File: config.mk
export PLATFORM = sky130hd
export DESIGN_NAME = anc_fir_ctrl
export DESIGN_NICKNAME = d
export VERILOG_FILES = /design/src/rtl/anc_pkg.sv /design/src/rtl/saturate.sv /design/src/rtl/anc_fir_ctrl.sv
export SDC_FILE = /design/constraint.sdc
export NUM_CORES = 1
export LEC_CHECK = 0
export ABC_AREA = 1
export BUFFER_PORTS_ARGS = -buffer_cell sky130_fd_sc_hd__clkbuf_2
export CAP_MARGIN = 15
export CORE_ASPECT_RATIO = 0.5
export CORE_MARGIN = 3
export CORE_UTILIZATION = 45
export DETAILED_ROUTE_END_ITERATION = 8
export GPL_TIMING_DRIVEN = 0
export HOLD_SLACK_MARGIN = 0.02
export PLACE_DENSITY = 0.7
export SETUP_SLACK_MARGIN = 0.1
export SYNTH_ARGS = -nofsm -noshare
export SYNTH_HDL_FRONTEND = slang
export SYNTH_SLANG_ARGS = --single-unit
File: constraint.sdc
create_clock -name clk -period 2.9 [get_ports clk]
set_input_delay 0.145 -clock clk [delete_from_list [all_inputs] [get_ports clk]]
set_output_delay 0.145 -clock clk [all_outputs]
set_load 0.02 [all_outputs]
File: src/rtl/anc_pkg.sv
// Shared types and constants for the ANC FIR controller.
// Latency: n/a (types, constants and a combinational helper only).
// Backpressure: n/a.
package anc_pkg;

    typedef enum logic [1:0] {
        IDLE  = 2'd0,
        ISSUE = 2'd1,
        WAIT  = 2'd2
    } state_t;

    localparam logic signed [15:0] Q15_MAX = 16'sh7FFF;
    localparam logic signed [15:0] Q15_MIN = 16'sh8000;

    // Raw LMS step before saturation: arithmetic shift on 16 bits, optional
    // negation in 17 bits so that -(-32768) is representable.
    function automatic logic signed [16:0] lms_step(
        input logic signed [15:0] e,
        input logic [3:0]         sh,
        input logic               neg
    );
        logic signed [15:0] shifted;
        logic signed [16:0] ext;
        shifted = e >>> sh;
        ext     = {shifted[15], shifted};
        return neg ? -ext : ext;
    endfunction

endpackage

File: src/rtl/saturate.sv
// Signed saturation from IW bits down to OW bits.
// Latency: combinational.
// Backpressure: n/a.
module saturate #(
    parameter int IW = 17,
    parameter int OW = 16
) (
    input  logic signed [IW-1:0] in_i,
    output logic signed [OW-1:0] out_o
);

    localparam logic signed [IW-1:0] MAXV = {{(IW-OW+1){1'b0}}, {(OW-1){1'b1}}};
    localparam logic signed [IW-1:0] MINV = {{(IW-OW+1){1'b1}}, {(OW-1){1'b0}}};

    // Clamp to the representable OW-bit range, otherwise pass the low bits.
    always_comb begin
        if (in_i > MAXV) begin
            out_o = MAXV[OW-1:0];
        end else if (in_i < MINV) begin
            out_o = MINV[OW-1:0];
        end else begin
            out_o = in_i[OW-1:0];
        end
    end

endmodule

File: src/rtl/anc_fir_ctrl.sv
// Pairs x/e samples, computes the LMS step, kicks the FIR and forwards its result.
// Latency: fir_go 2 cycles after the later strobe; y_valid 1 cycle after fir_done.
// Backpressure: y_valid held until y_ready; an unaccepted result is overwritten (y_drop).
module anc_fir_ctrl
    import anc_pkg::*;
#(
    parameter int TAPS    = 256,
    parameter int TIMEOUT = 512,
    parameter int TW      = 10
) (
    input  logic        clk,
    input  logic        rst_n,
    input  logic [15:0] x_sample,
    input  logic        x_valid,
    input  logic [15:0] err_sample,
    input  logic        err_valid,
    input  logic [3:0]  mu_shift,
    input  logic        mu_neg,
    input  logic [15:0] bias,
    input  logic        clr_status,
    output logic [15:0] fir_x_in,
    output logic [15:0] fir_a_in,
    output logic [15:0] fir_weight_adjust,
    output logic        fir_go,
    input  logic [15:0] fir_out_sample,
    input  logic        fir_done,
    output logic [15:0] y_sample,
    output logic        y_valid,
    input  logic        y_ready,
    output logic        busy,
    output logic        overrun,
    output logic        timeout,
    output logic        y_drop
);

    // The watchdog must outlast a normal FIR run and fit in the counter.
    if (TIMEOUT <= TAPS + 7) begin : g_bad_timeout
        $error("anc_fir_ctrl: TIMEOUT must exceed TAPS+7");
    end
    if ((64'd1 << TW) <= 64'(TIMEOUT)) begin : g_bad_tw
        $error("anc_fir_ctrl: TW too narrow for TIMEOUT");
    end

    localparam logic [TW-1:0] TCNT_LAST = TW'(TIMEOUT - 1);

    state_t      state_q, state_d;
    logic [15:0] x_hold_q, x_hold_d;
    logic [15:0] e_hold_q, e_hold_d;
    logic        x_got_q, x_got_d;
    logic        e_got_q, e_got_d;
    logic [15:0] fir_x_q, fir_x_d;
    logic [15:0] fir_a_q, fir_a_d;
    logic [15:0] fir_adj_q, fir_adj_d;
    logic        fir_go_q, fir_go_d;
    logic [TW-1:0] tcnt_q, tcnt_d;
    logic [15:0] y_sample_q, y_sample_d;
    logic        y_valid_q, y_valid_d;
    logic        overrun_q, overrun_d;
    logic        timeout_q, timeout_d;
    logic        y_drop_q, y_drop_d;

    logic        issuing;
    logic        ovr_evt;
    logic        result_evt;
    logic        tmo_evt;
    logic        drop_evt;
    logic signed [16:0] step_raw;
    logic signed [15:0] step_sat;

    assign step_raw = lms_step(e_hold_q, mu_shift, mu_neg);

    saturate #(.IW(17), .OW(16)) u_sat (
        .in_i  (step_raw),
        .out_o (step_sat)
    );

    // Sample capture: one pending pair; a repeat strobe overwrites and flags overrun,
    // except while the pair is being consumed in ISSUE.
    always_comb begin
        issuing  = (state_q == ISSUE);
        x_hold_d = x_valid   ? x_sample   : x_hold_q;
        e_hold_d = err_valid ? err_sample : e_hold_q;
        x_got_d  = x_got_q;
        e_got_d  = e_got_q;
        if (issuing) begin
            x_got_d = 1'b0;
            e_got_d = 1'b0;
        end
        if (x_valid) begin
            x_got_d = 1'b1;
        end
        if (err_valid) begin
            e_got_d = 1'b1;
        end
        ovr_evt = !issuing && ((x_valid && x_got_q) || (err_valid && e_got_q));
    end

    // Sequencer: wait for a pair, latch FIR operands, then wait for done or the watchdog.
    always_comb begin
        state_d    = state_q;
        fir_x_d    = fir_x_q;
        fir_a_d    = fir_a_q;
        fir_adj_d  = fir_adj_q;
        fir_go_d   = 1'b0;
        tcnt_d     = tcnt_q;
        result_evt = 1'b0;
        tmo_evt    = 1'b0;
        case (state_q)
            IDLE: begin
                if (x_got_q && e_got_q) begin
                    state_d = ISSUE;
                end
            end
            ISSUE: begin
                fir_x_d   = x_hold_q;
                fir_a_d   = bias;
                fir_adj_d = step_sat;
                fir_go_d  = 1'b1;
                tcnt_d    = '0;
                state_d   = WAIT;
            end
            WAIT: begin
                if (fir_done) begin
                    result_evt = 1'b1;
                    tcnt_d     = '0;
                    state_d    = IDLE;
                end else if (tcnt_q == TCNT_LAST) begin
                    tmo_evt = 1'b1;
                    tcnt_d  = '0;
                    state_d = IDLE;
                end else begin
                    tcnt_d = tcnt_q + 1'b1;
                end
            end
            default: begin
                state_d = IDLE;
            end
        endcase
    end

    // Output register and sticky status; a same-cycle event beats clr_status.
    always_comb begin
        y_sample_d = y_sample_q;
        y_valid_d  = y_valid_q;
        drop_evt   = 1'b0;
        if (result_evt) begin
            y_sample_d = fir_out_sample;
            y_valid_d  = 1'b1;
            drop_evt   = y_valid_q && !y_ready;
        end else if (y_valid_q && y_ready) begin
            y_valid_d = 1'b0;
        end
        overrun_d = ovr_evt  || (overrun_q && !clr_status);
        timeout_d = tmo_evt  || (timeout_q && !clr_status);
        y_drop_d  = drop_evt || (y_drop_q  && !clr_status);
    end

    // State and datapath registers.
    always_ff @(posedge clk or negedge rst_n) begin
        if (!rst_n) begin
            state_q    <= IDLE;
            x_hold_q   <= '0;
            e_hold_q   <= '0;
            x_got_q    <= 1'b0;
            e_got_q    <= 1'b0;
            fir_x_q    <= '0;
            fir_a_q    <= '0;
            fir_adj_q  <= '0;
            fir_go_q   <= 1'b0;
            tcnt_q     <= '0;
            y_sample_q <= '0;
            y_valid_q  <= 1'b0;
            overrun_q  <= 1'b0;
            timeout_q  <= 1'b0;
            y_drop_q   <= 1'b0;
        end else begin
            state_q    <= state_d;
            x_hold_q   <= x_hold_d;
            e_hold_q   <= e_hold_d;
            x_got_q    <= x_got_d;
            e_got_q    <= e_got_d;
            fir_x_q    <= fir_x_d;
            fir_a_q    <= fir_a_d;
            fir_adj_q  <= fir_adj_d;
            fir_go_q   <= fir_go_d;
            tcnt_q     <= tcnt_d;
            y_sample_q <= y_sample_d;
            y_valid_q  <= y_valid_d;
            overrun_q  <= overrun_d;
            timeout_q  <= timeout_d;
            y_drop_q   <= y_drop_d;
        end
    end

    assign fir_x_in          = fir_x_q;
    assign fir_a_in          = fir_a_q;
    assign fir_weight_adjust = fir_adj_q;
    assign fir_go            = fir_go_q;
    assign y_sample          = y_sample_q;
    assign y_valid           = y_valid_q;
    assign busy              = (state_q != IDLE);
    assign overrun           = overrun_q;
    assign timeout           = timeout_q;
    assign y_drop            = y_drop_q;

endmodule

# Word-level counts from Yosys, hierarchy flattened
# Cells that the tools add are included.
totals:
  ff_bits: 115
  input_bits: 76
classes:
  shifts: 1
  eq_ne: 5
  n_reduce_logical: 23
  muxes: 22
  add_sub_neg: 2
  n_lt_le_gt_ge: 2
op_table:
  columns: ["cell", "n"]
  rows:
  - ["16-bit two-way mux", 2]
  - ["10-bit two-way mux", 2]
  - ["10-bit one-hot mux with 2 select lines", 1]
  - ["17-bit by 16-bit greater-than comparator with 1-bit output, second input constant", 1]
  - ["17-bit by 16-bit less-than comparator with 1-bit output, second input constant", 1]
  - ["17-bit two-way mux", 1]
  - ["16-bit negation with 17-bit output", 1]
  - ["16-bit by 4-bit >>> shifter with 16-bit output", 1]
  - ["1-bit two-way mux", 12]
  - ["10-bit by 1-bit adder with 10-bit output, second input constant", 1]
  - ["10-bit by 9-bit == test with 1-bit output, second input constant", 1]
  - ["2-bit nonzero test", 5]
  - ["1-bit logical AND", 9]
  - ["2-bit two-way mux", 3]
  - ["2-bit one-hot mux with 3 select lines", 1]
  - ["1-bit logical OR", 4]
  - ["1-bit logical NOT", 3]
  - ["3-bit != test, second input constant", 1]
  - ["2-bit by 1-bit == test with 1-bit output, second input constant", 1]
  - ["2-bit == test, second input constant", 1]
  - ["2-bit logical NOT", 1]
  - ["2-bit != test, second input constant", 1]
  - ["2-bit AND reduction", 1]

# Logic depth before layout (Yosys ltp)
# Gate-level depths: netlist (run 1).
logic_depth:
  depth_word: 6
  ltp_mapped: 22
  mapped_depth_nobuf: 20

# Hierarchy
# A second synthesis (run 1) with hierarchy kept.
hier_totals:
  cells_unflattened: 773
  hier_area_um2: 6002.0
modules_own_cells:
  columns: ["module", "cells_per_inst", "area_per_inst_um2", "seq_area_each_um2", "n_inst"]
  rows:
  - ["anc_fir_ctrl", 736, 5824.3, 2877.8, 1]
  - ["saturate", 37, 177.7, 0.0, 1]

# Worst setup path before layout (run 1)
# Ideal clock, no wire load.
synth_path:
  kind: "reg-to-reg"
  start: "reg e_hold_q[15]"
  end: "reg fir_adj_q[10], in the netlist fir_weight_adjust[10]"
  stages_incl_launch_ff: 19
  slack_ps: 795
  setup_time_ps: 66
  path_buffers: 2
  arrival_ps: 2040
  path_cell_list: "dfrtp_1 buf_2 nand2_1 nand3_2 nand3_1 nand2_1 nand2_1 nand2_1 inv_1 ha_1 nand3_2 nor2_2 nand4_1 a21oi_2 nand2_2 buf_8 nand2_2 nand2_1 nand2_1"
synth_via:
  elab_chain_cells: 6
synth_lines:
  columns: ["element", "line", "text"]
  rows:
  - ["start: declaration", "anc_fir_ctrl.sv:48", "logic [15:0] e_hold_q, e_hold_d;"]
  - ["start signal: assignment", "anc_fir_ctrl.sv:179", "e_hold_q <= e_hold_d;"]
  - ["16-bit by 4-bit >>> shifter with 16-bit output (*)", "anc_pkg.sv:24", "shifted = e >>> sh;"]
  - ["16-bit negation with 17-bit output", "anc_pkg.sv:26", "return neg ? -ext : ext;"]
  - ["17-bit two-way mux (*)", "anc_pkg.sv:26", null]
  - ["17-bit by 16-bit less-than comparator with 1-bit output", "saturate.sv:19", "end else if (in_i < MINV) begin"]
  - ["16-bit two-way mux", "saturate.sv:19", null]
  - ["16-bit two-way mux (*)", "saturate.sv:17", "if (in_i > MAXV) begin"]
  - ["end signal: assignment", "anc_fir_ctrl.sv:184", "fir_adj_q <= fir_adj_d;"]
  - ["end: declaration", "anc_fir_ctrl.sv:53", "logic [15:0] fir_adj_q, fir_adj_d;"]
# Mark *: on every way between the ends. The rest lies on a longest branch, timed or not.
# A chain may end at the register's enable or synchronous reset.

# Final worst setup path (run 1)
layout_path:
  start: "reg e_hold_q[15]"
  end: "reg fir_adj_q[5], in the netlist fir_weight_adjust[5]"
# Same word-level chain as after synthesis.

==> impl_metrics.toml, run 1 <==
[synthesis]
synth_top_flop_cell = "sky130_fd_sc_hd__dfrtp_1"
synth_cells = 750
ys_ff_latch = 115
post_synth_main_area_contributors = "sky130_fd_sc_hd__dfrtp_1 (49%), sky130_fd_sc_hd__nand2_1 (22%), sky130_fd_sc_hd__nand3_1 (5.7%)"
yosysWarningCount = 0
yosys.area.top_type_share_pct = 48.5
post_synth_most_frequent_cells = "sky130_fd_sc_hd__nand2_1 (350), sky130_fd_sc_hd__dfrtp_1 (115), sky130_fd_sc_hd__nand3_1 (67)"
syn_area_per_cell_um2 = 7.90
synth_area_um2 = 5930
post_synth_num_cell_types = 38
synthArstFlopShare_pct = 100
yosys.cell_count.top_type = "sky130_fd_sc_hd__nand2_1"
synth-edff-count = 0
largest_area_contributor_in_the_netlist = "sky130_fd_sc_hd__dfrtp_1"
synth.net_count = 832
synth_seq_area_share_pct = 48.5

[routing]
detailroute.via_count = 5558
via_per_inst = 4.82
postRouteWirelength_um = 15600
wl_per_cell_um = 13.6
dr.pass1.iters = 5
antenna_violating_nets_post_route = 0
remaining_drc_errors = 0
drt_iter0_drc = 268

[pwr]
intPower_mw = 4.63
power.switching_mw = 2.91
irDropWorstVdd_v = 0.000590
power_per_cell_area_nw_per_um2 = 921
combinationalPowerShare_pct = 37.0
totalPowerFinal_mw = 7.54
power.sequential.fraction_pct = 32.3
p_clk_share_pct = 30.7
sw_frac_of_total_pct = 38.6
power.leakage_nw = 4.44

[setup_path]
critPathSlowestCell = "sky130_fd_sc_hd__dfrtp_1"
crit_path_start_kind = "flip-flop"
worst_setup_path_end_kind = "flip-flop"
timing.critical_path.mode_cell = "sky130_fd_sc_hd__nand2_1"
cpPeakStageDelay_ns = 0.36
critical-path-top-delay-family = "simple AND/OR/NAND/NOR gates"
critPathRequiredTime_ns = 3.24
timing_worst_setup_path_type = "reg -> reg"
cp_data_arrival_time_ns = 2.86
worstPathCellList = "buf_2, nand2_1, nand3_2, nand3_1, nand2_1, nand2_1, nand2_1, inv_1, ha_1, nand3_2, nor2_4, nand4_1, a21oi_2, nand2_2, buf_8, nand2_2, nand2_1, nand2_1"
cp_num_buf_inv = 3
worst-path-max-fanout = 10

[clock_network]
cts_sinks = 115
ctsLongestPathBuffers = 2
path_clk_slew_ns = 0.06
clockRootBuffer = "sky130_fd_sc_hd__clkbuf_16"
cts_tree = "yes"
cts_buffers = 17
clock_tree.htree_level_count = 4
worst_skew_pair.late_latency_ns = 0.41

[final_layout]
layout.nets = 1059
drive_gt1_share_pct = 25.1
seq_area_um2 = 2880
area_delta_synth_final_pct = 38.0
n_antenna_cell = 0
stdcell_area_um2 = 8180
multi_input_area_um2 = 2710
fill_cell_total_of_the_finished_layout = 1007

[place]
preCtsSetupSlack_ns = 0.386
place.detailed.hpwl_um = 10600
placed_area_um2 = 6840
io_buffer_count = 140
routabilityCongestion = 0.884

[status]
run_status = "complete, no violations"

[timing]
worst_pin_slew_ns = 0.868
whs_ns = 0.0732
setup_viol = 0
finalClockSkew_ns = 0.00965
slew_viols_final = 0
slew_headroom_pct = 42.1
finalHoldViolCount = 0
setup_slack_ns = 0.375
finalSetupTns_ns = 0
setup_repair_after_global_routing_missed_its_margin = "false"
fmax_mhz = 396
period_share_pct = 87.1
period_needed_ns = 2.52

[global_route]
grt_antenna_before_repair = 1
grt_first_pass_wirelength_um = 25900
overall_overflow_remaining_after_global_route = 0
track_usage_pct = 21.8
first_global_vias = 5344
grt_max_degree = 116

[min_path]
hold_class = "in -> reg"

[floorplan]
core_area_um2 = 12300
i_o_pin_count = 146
floorplan.initialDensity_pct = 48.1
fp.dieH_um = 87.2
fp.dieW_um = 168
floorplan.die_area_um2 = 14700
placement_rows = 28

[job]
max_cap_violations = 0
## tightest hold or removal path: stages
cell	delay [ns]
sky130_fd_sc_hd__clkbuf_1	0.16
sky130_fd_sc_hd__nand2_1	0.09
sky130_fd_sc_hd__nand2_1	0.04
## layout by cell type, fill, tap and decap left out, drive strengths merged
cell and instances:
buf 15, inv 42, o32ai 2, nand3 78, bufinv 5, mux2 16
o21ai 16, dlygate4sd3 68, nand3b 1, dfrtp 115, clkinv 6, nand4 7
a41oi 1, a211oi 2, xnor2 4, nor2 27, a31oi 2, nor4 1
nand2 377, nor3 3, o2111ai 1, xor2 8, ha 6, a21oi 8
clkinvlp 1, o22ai 1, clkbuf 174, o21bai 2
## layer usage
metal  track usage, %  part of all wire [%]  vias up  wire [um]
li1                 -                     -     2845          -
met1             29.3                    47     2510       7310
met2             36.6                    46      170       7190
met3             3.94                   5.4       31        851
met4             6.76                   1.9        2        292
met5                0                 0.045        -          7
## final timing paths
| kind | startpoint | end | slack, ns | depth (start not counted) |
|---|---|---|---|---|
| min | x_valid | x_hold_q[3] | 0.07 | 3 |
| max reg2reg | e_hold_q[15] | fir_weight_adjust[5] | 0.38 | 18 |
| min reg2reg | fir_a_in[11] | fir_a_in[11] | 0.47 | 2 |
| max | e_hold_q[15] | fir_weight_adjust[5] | 0.38 | 18 |
| min in group asynchronous | rst_n | fir_a_in[9] | 0.47 | 2 |
| max in group asynchronous | rst_n | e_hold_q[0] | 1.85 | 2 |
## registers in the layout (all words and copies together), names as in the netlist
| register | cells |
|---|---|
| e_hold_q | 16 |
| fir_a_in | 16 |
| fir_weight_adjust | 16 |
| fir_x_in | 16 |
| x_hold_q | 16 |
| y_sample | 16 |
| tcnt_q | 10 |
| state_q | 2 |
| e_got_q | 1 |
| fir_go | 1 |
| overrun | 1 |
| timeout | 1 |
| x_got_q | 1 |
| y_drop | 1 |
| y_valid | 1 |
## through the flow
stage / cells / util (%)
4_1_cts: 1154 / 66.3
2_1_floorplan: 750 / -
5_1_grt: 1154 / 66.3
6_report: 1154 / 66.3
3_3_place_gp: 1055 / 55.4
3_5_place_dp: 1055 / 55.5
## power by group through the flow
stage                     registers (mW)  clock network, mW  logic (mW)
final                               2.43               2.31        2.79
after global routing                2.50               2.44        3.11
after CTS                           2.42               2.35        2.81
after detailed placement            2.44                  0        2.72
after global placement              2.43                  0        2.67
after floorplan                     2.99                  0        1.23
## final cells by class
| class | instances | area share, % |
|---|---|---|
| tap | 165 | 2.52 |
| buffer | 32 | 2.37 |
| inverter | 40 | 1.90 |
| sequential | 115 | 35.2 |
| multi-input combinational | 563 | 33.1 |
| timing repair buffer | 208 | 17.0 |
| clock buffer | 17 | 5.20 |
| clock inverter | 14 | 2.77 |
## timing repair
item	4_1_cts	5_1_grt
resized for setup	0	1
setup buffers	0	0
hold buffers	68	0
endpoints found under the hold margin	183	0
setup endpoints to repair	0	8
## cell families after synthesis
group / after synthesis / share of synthesized area [%]
AO/OA/AOI/OAI: 35 / 3.57
XOR/XNOR: 12 / 1.77
adder cells (fa/ha/maj): 6 / 1.27
buffers and inverters: 72 / 5.89
flip-flops: 115 / 48.5
multiplexers: 16 / 3.04
AND/OR/NAND/NOR: 494 / 35.9
Power figures use the tool's default switching activity.
==> run 2, diff against run 1 <==
--- a/config.mk
+++ b/config.mk
@@ -5,14 +5,14 @@
 export SDC_FILE = /design/constraint.sdc
 export NUM_CORES = 1
 export LEC_CHECK = 0
-export ABC_AREA = 1
+export ABC_AREA = 0
 export BUFFER_PORTS_ARGS = -buffer_cell sky130_fd_sc_hd__clkbuf_2
 export CAP_MARGIN = 15
 export CORE_ASPECT_RATIO = 0.5
 export CORE_MARGIN = 3
 export CORE_UTILIZATION = 45
 export DETAILED_ROUTE_END_ITERATION = 8
-export GPL_TIMING_DRIVEN = 0
+export GPL_TIMING_DRIVEN = 1
 export HOLD_SLACK_MARGIN = 0.02
 export PLACE_DENSITY = 0.7
 export SETUP_SLACK_MARGIN = 0.1
==> impl_metrics.toml, run 2 <==
[status]
run_status = "finished with violations"
failed_checks = "setup timing"

[synthesis]
yosys.cell_count.top_type = "sky130_fd_sc_hd__dfrtp_1"
post_synth_most_frequent_cells = "sky130_fd_sc_hd__dfrtp_1 (115), sky130_fd_sc_hd__mux2_2 (86), sky130_fd_sc_hd__nor2_1 (41)"
synth_seq_area_share_pct = 47.6
synth-edff-count = 0
largest_area_contributor_in_the_netlist = "sky130_fd_sc_hd__dfrtp_1"
ys_ff_latch = 115
syn_area_per_cell_um2 = 11.4
yosysWarningCount = 0
yosys.area.top_type_share_pct = 47.6
synth_cells = 529
post_synth_main_area_contributors = "sky130_fd_sc_hd__dfrtp_1 (48%), sky130_fd_sc_hd__mux2_2 (16%), sky130_fd_sc_hd__mux4_2 (3.7%)"
post_synth_num_cell_types = 67
synth.net_count = 611
synthArstFlopShare_pct = 100
synth_area_um2 = 6040
synth_top_flop_cell = "sky130_fd_sc_hd__dfrtp_1"

[routing]
postRouteWirelength_um = 16900
remaining_drc_errors = 0
wl_per_cell_um = 17.1
dr.pass1.iters = 5
drt_iter0_drc = 187
detailroute.via_count = 5208
antenna_violating_nets_post_route = 0
via_per_inst = 5.26

[global_route]
grt_antenna_before_repair = 0
first_global_vias = 5498
grt_max_degree = 66
grt_first_pass_wirelength_um = 27400
track_usage_pct = 23.2
overall_overflow_remaining_after_global_route = 0

[setup_path]
crit_path_start_kind = "flip-flop"
cp_data_arrival_time_ns = 3.26
reg2reg_slack_ns = -0.08
timing_worst_setup_path_type = "reg -> reg"
critPathRequiredTime_ns = 3.18
worst-path-max-fanout = 7
worst_setup_path_end_kind = "flip-flop"

[clock_network]
cts_sinks = 115
worst_skew_pair.late_latency_ns = 0.41
cts_tree = "yes"
cts_buffers = 17
ctsLongestPathBuffers = 2
path_clk_slew_ns = 0.06
clockRootBuffer = "sky130_fd_sc_hd__clkbuf_16"
clock_tree.htree_level_count = 4

[final_layout]
area_delta_synth_final_pct = 47.4
mostFrequentLayoutCell = "sky130_fd_sc_hd__clkbuf_2"
drive_gt1_share_pct = 48.2
layout.nets = 890
stdcell_area_um2 = 8910
n_antenna_cell = 0
final_cell_mix = "sky130_fd_sc_hd__clkbuf_2 (144), sky130_fd_sc_hd__dfrtp_1 (112), sky130_fd_sc_hd__mux2_2 (86)"

[timing]
finalHoldViolCount = 0
finalSetupTns_ns = -0.473
slew_headroom_pct = 42.5
period_share_pct = 103
setup_repair_after_global_routing_missed_its_margin = "true"
finalClockSkew_ns = 0.00744
setup_viol = 9
period_needed_ns = 2.98
worst_pin_slew_ns = 0.862
slew_viols_final = 0
setup_slack_ns = -0.0811
fmax_mhz = 335

[place]
routabilityCongestion = 0.911
placed_area_um2 = 7390
place.detailed.hpwl_um = 11400
io_buffer_count = 145

[pwr]
irDropWorstVdd_v = 0.000422
power.leakage_nw = 4.10
power_per_cell_area_nw_per_um2 = 853
totalPowerFinal_mw = 7.60

[floorplan]
fp.dieH_um = 87.9
core_area_um2 = 12900
i_o_pin_count = 146
fp.dieW_um = 170
placement_rows = 29
floorplan.die_area_um2 = 14900
floorplan.initialDensity_pct = 46.9

[job]
max_cap_violations = 0

[min_path]
hold_class = "in -> reg"
==> run 2: cells by family after synthesis <==
| kind of cell | count (synthesis) | synth area share, % |
|---|---|---|
| AOI/OAI and AO/OA | 100 | 11.5 |
| xor gates and xnor gates | 17 | 2.46 |
| adders and majority gates | 6 | 1.24 |
| buffers and inverters | 48 | 3.79 |
| DFF | 115 | 47.6 |
| muxes | 113 | 22.7 |
| and+or+nand+nor | 130 | 10.7 |
==> run 2: worst paths after layout <==
path | from | end | depth (start not counted)
worst max-delay path | e_hold_q[13] | fir_weight_adjust[10] | 10
min in group asynchronous | rst_n | fir_a_in[10] | 2
max in group asynchronous | rst_n | e_hold_q[15] | 3
worst min-delay path | y_ready | y_valid | 3
worst min register to register | tcnt_q[6] | tcnt_q[6] | 1
worst max register to register | e_hold_q[13] | fir_weight_adjust[10] | 10
==> run 2: report_power, final <==
group | internal (mW) | switching, mW | total (mW)
registers | 2.16 | 0.300 | 2.46
logic | 1.31 | 1.70 | 3.00
clock network | 1.31 | 0.822 | 2.13
total | 4.78 | 2.82 | 7.60
==> run 2: per-layer routing <==
metal / share of wire [%] / track usage (%) / up-vias / wire, um
li1: - / - / 2494 / -
met1: 43 / 27.9 / 2551 / 7250
met2: 50 / 41.7 / 130 / 8520
met3: 4.4 / 5.46 / 33 / 752
met4: 2.3 / 8.31 / 0 / 392
met5: 0 / 0 / - / 0
==> run 2: area by class of cell <==
class                   instances  area (um2)
clock buffers                  18         439
clock inverters                14         163
fillers                       935        3970
inverters                      14        52.6
multi-input cells             366        3090
flip-flops and latches        115        2880
well taps                     170         213
repair buffers                294        2070
==> run 2: stage by stage <==
stage               cells  hold WS (ns)  util [%]  setup WS [ns]
floorplan             529        -0.151         -        -0.0231
global placement      880         0.210      57.4         -0.111
detailed placement    880         0.215      57.4         -0.238
CTS                   987        0.0248      68.3        -0.0784
global route          991        0.0725      69.2         -0.200
finish                991        0.0323      69.2        -0.0811
==> run 2: critical path, stage by stage, from the launching register on <==
cell,delay [ns]
sky130_fd_sc_hd__dfrtp_1,0.42
sky130_fd_sc_hd__buf_6,0.14
sky130_fd_sc_hd__mux2_4,0.27
sky130_fd_sc_hd__a2bb2oi_2,0.13
sky130_fd_sc_hd__and2_4,0.19
sky130_fd_sc_hd__buf_6,0.11
sky130_fd_sc_hd__o41a_1,0.44
sky130_fd_sc_hd__or3_4,0.41
sky130_fd_sc_hd__or4_4,0.56
sky130_fd_sc_hd__nand2_2,0.09
sky130_fd_sc_hd__a31oi_1,0.09
==> run 2: timing repair <==
| action | CTS | global route |
|---|---|---|
| resized for setup | 24 | 18 |
| hold endpoints to repair | 117 | 0 |
| pin swaps | 18 | 16 |
| buffers inserted | 8 | 4 |
| gates cloned | 1 | 0 |
| endpoints found under the setup margin | 15 | 16 |
| hold buffers | 66 | 0 |
==> run 3, diff against run 2 <==
--- a/config.mk
+++ b/config.mk
@@ -11,6 +11,7 @@
 export CORE_ASPECT_RATIO = 0.5
 export CORE_MARGIN = 3
 export CORE_UTILIZATION = 45
+export CTS_BUF_LIST = sky130_fd_sc_hd__clkbuf_8
 export DETAILED_ROUTE_END_ITERATION = 8
 export GPL_TIMING_DRIVEN = 1
 export HOLD_SLACK_MARGIN = 0.02
==> impl_metrics.toml, run 3 (same netlist as run 2, synthesis figures left out) <==
[floorplan]
floorplan.die_area_um2 = 14900
fp.dieW_um = 170
core_area_um2 = 12900
i_o_pin_count = 146
floorplan.initialDensity_pct = 46.9
fp.dieH_um = 87.9
placement_rows = 29

[pwr]
power_per_cell_area_nw_per_um2 = 809
irDropWorstVdd_v = 0.000336
power.leakage_nw = 4.01

[final_layout]
area_delta_synth_final_pct = 44.7
multi_input_area_um2 = 3120
fill_cell_total_of_the_finished_layout = 961
seq_area_um2 = 2880
mostFrequentLayoutCell = "sky130_fd_sc_hd__clkbuf_2"
n_antenna_cell = 0
layout.nets = 891
final-instance-count-excl-fill = 992
finish.utilization_pct = 67.9
final_cell_mix = "sky130_fd_sc_hd__clkbuf_2 (144), sky130_fd_sc_hd__dfrtp_1 (114), sky130_fd_sc_hd__mux2_2 (86)"
drive_gt1_share_pct = 48.3

[place]
place.detailed.hpwl_um = 11400
io_buffer_count = 145
numPlacedInstances = 880
preCtsSetupSlack_ns = -0.238
routabilityCongestion = 0.911

[global_route]
grt_max_degree = 66
first_global_vias = 5390
overall_overflow_remaining_after_global_route = 0
grt_first_pass_wirelength_um = 27200
track_usage_pct = 23.1
grt_antenna_before_repair = 0

[status]
run_status = "finished with violations"
failed_checks = "setup timing"

[timing]
period_share_pct = 101
fmax_mhz = 342
setup_slack_ns = -0.0228
finalHoldViolCount = 0
worst_pin_slew_ns = 0.882
period_needed_ns = 2.92
finalClockSkew_ns = 0.0107
slew_viols_final = 0
setup_repair_after_global_routing_missed_its_margin = "true"
whs_ns = 0.0373
finalSetupTns_ns = -0.0624
slew_headroom_pct = 41.2
setup_viol = 5

[clock_network]
worst_skew_pair.late_latency_ns = 0.44
path_clk_slew_ns = 0.08
ctsLongestPathBuffers = 2
cts_buffers = 17
cts_sinks = 115
clockRootBuffer = "sky130_fd_sc_hd__clkbuf_8"
clock_tree.htree_level_count = 4
cts_tree = "yes"

[min_path]
hold_class = "in -> reg"

[routing]
detailroute.via_count = 5240
via_per_inst = 5.28
remaining_drc_errors = 0
dr.pass1.iters = 4
drt_iter0_drc = 287
postRouteWirelength_um = 16900
wl_per_cell_um = 17.0
antenna_violating_nets_post_route = 0

[setup_path]
crit_path_start_kind = "flip-flop"
timing_worst_setup_path_type = "reg -> reg"
worst-path-max-fanout = 4
critPathRequiredTime_ns = 3.22
worst_setup_path_end_kind = "flip-flop"
cp_data_arrival_time_ns = 3.25

[job]
max_cap_violations = 0
==> run 3: cell count changes in the layout (fill, tap and decap cells not counted), sizes merged <==
cell / delta
dlygate4sd3: +1
==> run 3: cell type report <==
cell class / instances / share of cell area [%]
flip-flops and latches: 115 / 32.9
clock buffers: 18 / 2.83
inverters: 14 / 0.601
multi-input cells: 366 / 35.6
repair buffers: 295 / 23.7
clock inverters: 14 / 1.86
well taps: 170 / 2.43
==> run 3: power breakdown <==
group	internal, mW	leakage, nW	switching [mW]	total, mW
registers	2.16	1.37	0.303	2.46
clock network	0.812	0.208	0.752	1.56
logic	1.33	2.44	1.73	3.05
total	4.30	4.01	2.78	7.08
==> run 3: path summary, 6_finish.rpt <==
check / start / endpoint / slack [ns] / cells after the start
max in group asynchronous: rst_n / e_hold_q[12] / 1.82 / 3
max reg2reg: e_hold_q[13] / fir_weight_adjust[14] / -0.02 / 10
min reg2reg: tcnt_q[6] / tcnt_q[6] / 0.50 / 1
min: fir_done / tcnt_q[8] / 0.04 / 4
max: e_hold_q[13] / fir_weight_adjust[14] / -0.02 / 10
min in group asynchronous: rst_n / fir_a_in[10] / 0.27 / 2
==> run 3: critical path: stages (launching register included) <==
cell                       delay, ns
sky130_fd_sc_hd__dfrtp_1        0.42
sky130_fd_sc_hd__mux2_4         0.32
sky130_fd_sc_hd__o211ai_1       0.26
sky130_fd_sc_hd__buf_4          0.15
sky130_fd_sc_hd__nand3b_1       0.11
sky130_fd_sc_hd__o41a_1         0.45
sky130_fd_sc_hd__or3_4          0.40
sky130_fd_sc_hd__buf_6          0.14
sky130_fd_sc_hd__o32ai_1        0.26
sky130_fd_sc_hd__a21oi_1        0.10
sky130_fd_sc_hd__a22o_1         0.21
==> run 3: per-layer routing <==
metal / share of wire, % / wire (um) / global-route usage (%)
met4: 1.4 / 233 / 6.60
met1: 42 / 7120 / 28.2
met2: 52 / 8700 / 42.0
met5: 0 / 0 / 0
met3: 4.9 / 828 / 5.05
==> run 3: timing repair <==
| item | in CTS | in global routing |
|---|---|---|
| hold endpoints to repair | 118 | 0 |
| endpoints found under the setup margin | 15 | 16 |
| hold buffers | 67 | 0 |
| cloned | 1 | 0 |
| gates resized for setup | 22 | 18 |
| pin swaps | 12 | 13 |
| buffers inserted | 9 | 5 |
==> run 3: stage by stage <==
step	cell area, um2	total power [mW]
final	8750	7.08
after global placement	7390	5.25
after global routing	8750	7.49
after floorplan	6100	4.30
after CTS	8620	7.02
after detailed placement	7390	5.35
